**src/rtl/buffer_stream_reader.sv**
```systemverilog
// buffer_stream_reader: pulls 32-bit words from the packet buffer and
// serialises them MSB-first into an 8-bit valid/ready byte stream,
// stopping after exactly byte_len bytes.
module buffer_stream_reader #(
  parameter int LEN_W = 16
) (
  input  logic             clk_i,
  input  logic             reset_i,      // synchronous, active low
  input  logic             start_i,
  input  logic [LEN_W-1:0] byte_len_i,
  output logic             rd_en_o,
  input  logic [31:0]      data_in_i,
  input  logic             data_av_i,
  output logic [7:0]       out_data_o,
  output logic             out_valid_o,
  input  logic             out_ready_i,
  output logic             out_last_o,
  output logic             busy_o,
  output logic             done_o,
  output logic [15:0]      retry_cnt_o
);

  typedef enum logic [2:0] {
    S_IDLE,
    S_FETCH,
    S_WAIT,
    S_SEND,
    S_DONE
  } state_t;

  state_t           state_q, state_d;
  logic [LEN_W-1:0] remaining_q, remaining_d;
  logic [2:0]       word_left_q, word_left_d;
  logic [31:0]      shift_q, shift_d;
  logic [15:0]      retry_q, retry_d;

  // State and datapath registers; reset clears everything so out_data reads 0.
  always_ff @(posedge clk_i) begin
    if (!reset_i) begin
      state_q     <= S_IDLE;
      remaining_q <= '0;
      word_left_q <= '0;
      shift_q     <= '0;
      retry_q     <= '0;
    end else begin
      state_q     <= state_d;
      remaining_q <= remaining_d;
      word_left_q <= word_left_d;
      shift_q     <= shift_d;
      retry_q     <= retry_d;
    end
  end

  // Next-state logic: fetch a word, drain up to four bytes of it, repeat.
  always_comb begin
    state_d     = state_q;
    remaining_d = remaining_q;
    word_left_d = word_left_q;
    shift_d     = shift_q;
    retry_d     = retry_q;
    case (state_q)
      S_IDLE: begin
        if (start_i) begin
          remaining_d = byte_len_i;
          retry_d     = '0;
          state_d     = (byte_len_i == '0) ? S_DONE : S_FETCH;
        end
      end
      S_FETCH: state_d = S_WAIT;
      S_WAIT: begin
        if (data_av_i) begin
          shift_d     = data_in_i;
          // A short final word only contributes its top `remaining` bytes.
          word_left_d = (remaining_q >= LEN_W'(4)) ? 3'd4 : remaining_q[2:0];
          state_d     = S_SEND;
        end else begin
          // Buffer was empty: count it and try again.
          if (retry_q != 16'hFFFF) retry_d = retry_q + 16'd1;
          state_d = S_FETCH;
        end
      end
      S_SEND: begin
        if (out_ready_i) begin
          shift_d     = {shift_q[23:0], 8'h00};
          remaining_d = remaining_q - LEN_W'(1);
          word_left_d = word_left_q - 3'd1;
          if (remaining_q == LEN_W'(1))   state_d = S_DONE;
          else if (word_left_q == 3'd1)   state_d = S_FETCH;
        end
      end
      S_DONE:  state_d = S_IDLE;
      default: state_d = S_IDLE;
    endcase
  end

  // Outputs are pure decodes of registered state, so they hold while stalled.
  assign rd_en_o     = (state_q == S_FETCH);
  assign out_valid_o = (state_q == S_SEND);
  assign out_data_o  = shift_q[31:24];
  assign out_last_o  = out_valid_o && (remaining_q == LEN_W'(1));
  assign busy_o      = (state_q != S_IDLE);
  assign done_o      = (state_q == S_DONE);
  assign retry_cnt_o = retry_q;

endmodule
```
**config.mk**
```make
export PLATFORM = sky130hd
export DESIGN_NAME = buffer_stream_reader
export DESIGN_NICKNAME = d
export VERILOG_FILES = /design/src/rtl/buffer_stream_reader.sv
export SDC_FILE = /design/constraint.sdc
export NUM_CORES = 1
export LEC_CHECK = 0
export CAP_MARGIN = 20
export CORE_ASPECT_RATIO = 0.6
export CORE_MARGIN = 2
export CORE_UTILIZATION = 30
export DETAILED_ROUTE_END_ITERATION = 8
export PLACE_DENSITY = 0.57
export SETUP_SLACK_MARGIN = 0.02
export SYNTH_ARGS = -nofsm -noshare
export SYNTH_HDL_FRONTEND = slang
export SYNTH_SLANG_ARGS = --single-unit
export TNS_END_PERCENT = 30
```
**constraint.sdc**
```tcl
create_clock -name clk_i -period 3.65 [get_ports clk_i]
set_clock_uncertainty 0.1 [all_clocks]
set_input_delay 0.9125 -clock clk_i [delete_from_list [all_inputs] [get_ports clk_i]]
set_output_delay 0.9125 -clock clk_i [all_outputs]
set_load 0.01 [all_outputs]
```
# ---- After elaboration in Yosys (flattened, before gate mapping)
# Index checks and enable logic that the tools add are counted.
dict set report classes {
  add_sub_neg 3
  order_cmp 1
  n_eq_ne 13
  mux 21
  n_reduce_logical 11
}
# operator count
set op_table {}
lappend op_table {{16-bit 2-to-1 mux} 5}
lappend op_table {{32-bit 2-to-1 mux} 2}
lappend op_table {{16-bit case mux with 2 select lines} 2}
lappend op_table {{32-bit case mux with 2 select lines} 1}
lappend op_table {{3-bit 2-to-1 mux} 8}
lappend op_table {{16-bit by 1-bit adder with 16-bit output (second input constant)} 1}
lappend op_table {{16-bit by 1-bit == test with 1-bit output (second input constant)} 1}
lappend op_table {{16-bit by 3-bit greater-or-equal comparator with 1-bit output (second input constant)} 1}
lappend op_table {{16-bit zero test} 1}
lappend op_table {{16-bit inequality test (second input constant)} 1}
lappend op_table {{16-bit by 1-bit subtractor with 16-bit output (second input constant)} 1}
lappend op_table {{3-bit case mux with 4 select lines} 1}
lappend op_table {{3-bit AND reduction} 3}
lappend op_table {{2-bit inequality test (second input constant)} 4}
lappend op_table {{3-bit by 1-bit == test with 1-bit output (second input constant)} 2}
lappend op_table {{3-bit by 2-bit == test with 1-bit output (second input constant)} 2}
lappend op_table {{3-bit case mux with 2 select lines} 1}
lappend op_table {{2-bit nonzero test} 3}
lappend op_table {{4-bit AND reduction} 1}
lappend op_table {{3-bit == test (second input constant)} 1}
lappend op_table {{3-bit zero test} 1}
lappend op_table {{3-bit by 1-bit inequality test with 1-bit output (second input constant)} 1}
lappend op_table {{3-bit nonzero test} 1}
lappend op_table {{3-bit by 1-bit subtractor with 3-bit output (second input constant)} 1}
lappend op_table {{3 further kinds} 3}
dict set report totals {
  regBits 70
  inputBits 53
  out_inout_bits 29
  wordCells 54
}

# ---- Depth between registers and ports, before layout
dict set report logic_depth {
  depth_word 5
  ltp_mapped 8
}

# ---- Worst setup path after synthesis
# OpenSTA, ideal clock, no wires.
dict set report synth_path {
  path_type {register to output}
  startpoint {register remaining_q[5]}
  endpoint {output out_last_o}
  arrival_ns 1.734
  required_time_ns 2.638
  slack_ns 0.904
  stages_incl_launch_ff 4
  cell_sequence {dfxtp_1 -> or4_4 -> nor4_1 -> and3_1}
}
dict set report synth_via {
  elab_chain_len 2
}
# element line_no
set synth_lines {}
lappend synth_lines {{from (decl)} 32} ;# logic [LEN_W-1:0] remaining_q, remaining_d;
lappend synth_lines {{from (signal assigned)} 47} ;# remaining_q <= remaining_d;
lappend synth_lines {{16-bit by 1-bit == test with 1-bit output} 100} ;# assign out_last_o = out_valid_o && (remaining_q == LEN_W'(1));
lappend synth_lines {{1-bit logical AND} 100}
lappend synth_lines {{to (decl)} 17} ;# output logic out_last_o,
# Every way passes these cells.

# ---- Worst setup path in the final report
# Ends and elaborated chain as after synthesis.

==> run summary <==
DP HPWL: 7830 µm
critical path arrival: 2490 ps
# IOs: 82
CTS resizes: 0
final worst setup slack: 152 ps
clock power share: 48.8%
post-synthesis mux area share: 0.828%
final setup TNS: 0 ps
Die Ht: 89.2 µm
Hold Crit Depth: 2
Synth Area in Simple Gates: 28.5%
Yosys reg bits: 70
die width: 146 µm
Distinct cells, synth: 61
switching part of the total: 23.7%
Slew @ Worst Pin: 792 ps
CTS Hold Bufs: 0
post-layout util: 40.8%
status: finished, final reports clean
# placed instances: 678
biggest cell delay along the critical path: 570 ps
max cap viols: 0
share of cells above drive strength 1: 6.24%
slowest CP cell: or4_4
worst r2r path cells: 5
Worst slew margin: 47.0%
DRT Pass-1 Iters: 5
area of the multi-input gates: 0.00198 mm²
CTS Buf Count: 9
antenna cells: 0
most common cell after layout, fill and taps aside: clkdlybuf4s50_1
Clk pin slew, worst setup/hold paths: 60 ps
Reg-to-Reg End: retry_cnt_o[15]
grt total ovfl: 0
via count: 3623
worst path required time: 2640 ps
Flop pwr share: 37.7%
critical path cell sequence: or4_4 > nor4_1 > and3_1 > clkdlybuf4s50_1
CP Max Fanout: 6
routed len/inst: 15.6 µm
Fmax: 286 MHz
Ys Warns: 0
Detailed Route WL: 10800 µm
root buffer cell: clkbuf_16
first-pass GRT wire length: 17300 µm
H-tree levels: 3
Max Slew Vio Count: 0
Worst-Skew Late Latency: 330 ps
complex-gate fraction of the synthesized area: 21.7%
dpl cell area: 0.00450 mm²
post-synthesis sequential area ratio: 38.6%
peak supply drop: 235 µV
ys async rst share: 0%
period utilisation layout: 95.8%
CP Capture Type: primary output
most frequent cells in the layout: clkdlybuf4s50_1, nand2_1, dfxtp_1, nor2_1, o21ai_0
mapped cell area: 0.00363 mm²
DRC: 0
worst hold start: shift_q[9]
reg2reg start: state_q[0]
clock sinks: 70
Post-synth EDFFs: 0
hold path endpoint: shift_q[17]
Final Hold Viols: 0
fin area: 0.00486 mm²
Synth Net Count: 520
Layout Nets: 582
# port buffers: 81
kind of path behind the tightest hold check: register to register
Gate power share: 13.5%
Area growth, synth to finish: 34.0%
post-CTS setup buffers: 0
Final Non-Filler Cells: 694
CTS tree: yes
Setup violations, final: 0
dpl ws: 469 ps
Initial Util: 30.5%
Pint: 1.68 mW
Core Footprint: 0.0119 mm²
ys flop type: dfxtp_1
RSZ-0062 raised after global routing: no
DR vias/cell: 5.22
Avg Inst Size Synth: 7.85 µm²
xor and xnor fraction of the mapped netlist area: 1.69%
fill cell count: 1232
Seq. cell area: 0.00140 mm²
Adder-Cell Fraction of Synth Area: 1.72%
GRT Util Overall: 16.7%
largest family of logic cells by synthesized area: simple AND/OR/NAND/NOR gates
global placement routability congestion: 0.841
Row Count: 31
Iter 0 DRT Violations: 232
DIE AREA: 0.0130 mm²
Post-Synthesis Cells: 462
pin count of the biggest net entering global routing: 56
Setup CP Type: register to primary output
Startpoint Class: register
initial antenna violation count: 0
PD cells: 452 mW/mm²
fin crit period: 3500 ps
clock buffer depth: 2
Antenna Nets Post-Route: 0
LEAKAGE: 1.70 nW
vias in the first global route: 3332
Psw: 0.520 mW
R2R Setup Slk: 1190 ps
kinds of logic (layout without fill, tap and decap cells):
| kind of cell | count (synthesis) | after routing |
|---|---|---|
| buffers and inverters | 47 | 114 |
| xor gates and xnor gates | 7 | 7 |
| AOI/OAI and AO/OA | 113 | 113 |
| and+or+nand+nor | 217 | 217 |
| DFF | 70 | 70 |
| adders and majority gates | 5 | 5 |
| muxes | 3 | 3 |
area by class of cell:
cell class              count  area share [%]
multi-input cells         345            40.8
flip-flops and latches     70            28.8
repair buffers             89            17.9
clock buffers              10            4.71
well taps                 165            4.25
clock inverters             6            2.75
inverters                   9           0.695
cell usage after synthesis, types with 3 or more instances:
cell type   n  area share [%]
o21ai_0    28             3.9
a211oi_1    7             1.4
inv_1       8            0.83
a22oi_1     9             1.9
ha_1        5             1.7
mux2i_1     3            0.83
dfxtp_1    70              39
buf_4       8             1.7
or3_1       8             1.4
nand3_1    10             1.4
clkbuf_1   22             2.3
buf_6       4             1.2
a311oi_1   24             5.8
or4_1       3            0.62
a32o_1      3            0.83
and2_1      4            0.69
nor4_1     10             1.7
nor3b_1     3            0.62
nand2b_1    8             1.4
xnor2_1     7             1.7
o31ai_1     4            0.83
nand2_1    79             8.2
nand4_1     5            0.86
nor3_1     10             1.4
a31oi_1     5            0.86
and3_1      6             1.0
nor2_1     56             5.8
a21oi_1    16             2.2
power by group through the flow:
stage | Combinational [mW] | Sequential [mW] | Clock, mW
after floorplan | 0.183 | 0.833 | 0
after global placement | 0.291 | 0.843 | 0
after detailed placement | 0.294 | 0.844 | 0
after CTS | 0.296 | 0.828 | 1.10
after global routing | 0.325 | 0.833 | 1.13
final | 0.296 | 0.828 | 1.07
sequential cells by signal (all words and copies together) (netlist names):
register     flops
shift_q         32
remaining_q     16
word_left_q      3
state_q          3
retry_cnt_o     16
metrics by stage:
| stage | power, mW | hold WS [ps] |
|---|---|---|
| after detailed placement | 1.14 | 372 |
| final | 2.20 | 375 |
| after floorplan | 1.02 | 355 |
| after global routing | 2.29 | 394 |
| after CTS | 2.22 | 372 |
| after global placement | 1.13 | 363 |
worst max-delay path, delay by kind of cell, from the launching register on:
kind / cells / cell delay [ps]
and+or+nand+nor: 3 / 1270
buffers and inverters: 1 / 530
DFF: 1 / 350
worst max-delay path by stage:
stage / endpoint / start / depth (start not counted)
finish: out_last_o / remaining_q[5] / 4
global route: out_last_o / remaining_q[5] / 4
CTS: out_last_o / remaining_q[5] / 4
detailed placement: remaining_q[7] / start_i / 5
global placement: remaining_q[10] / start_i / 5
floorplan: out_last_o / remaining_q[5] / 3
metal layers:
metal	vias to the layer above	part of all wire [%]	GRT usage, %
li1	1797	-	-
met1	1713	50	24.3
met2	105	41	23.8
met3	8	7.3	5.20
met4	0	0.80	4.37
met5	-	0	0
No activity file was read; power rests on OpenSTA's default activity.
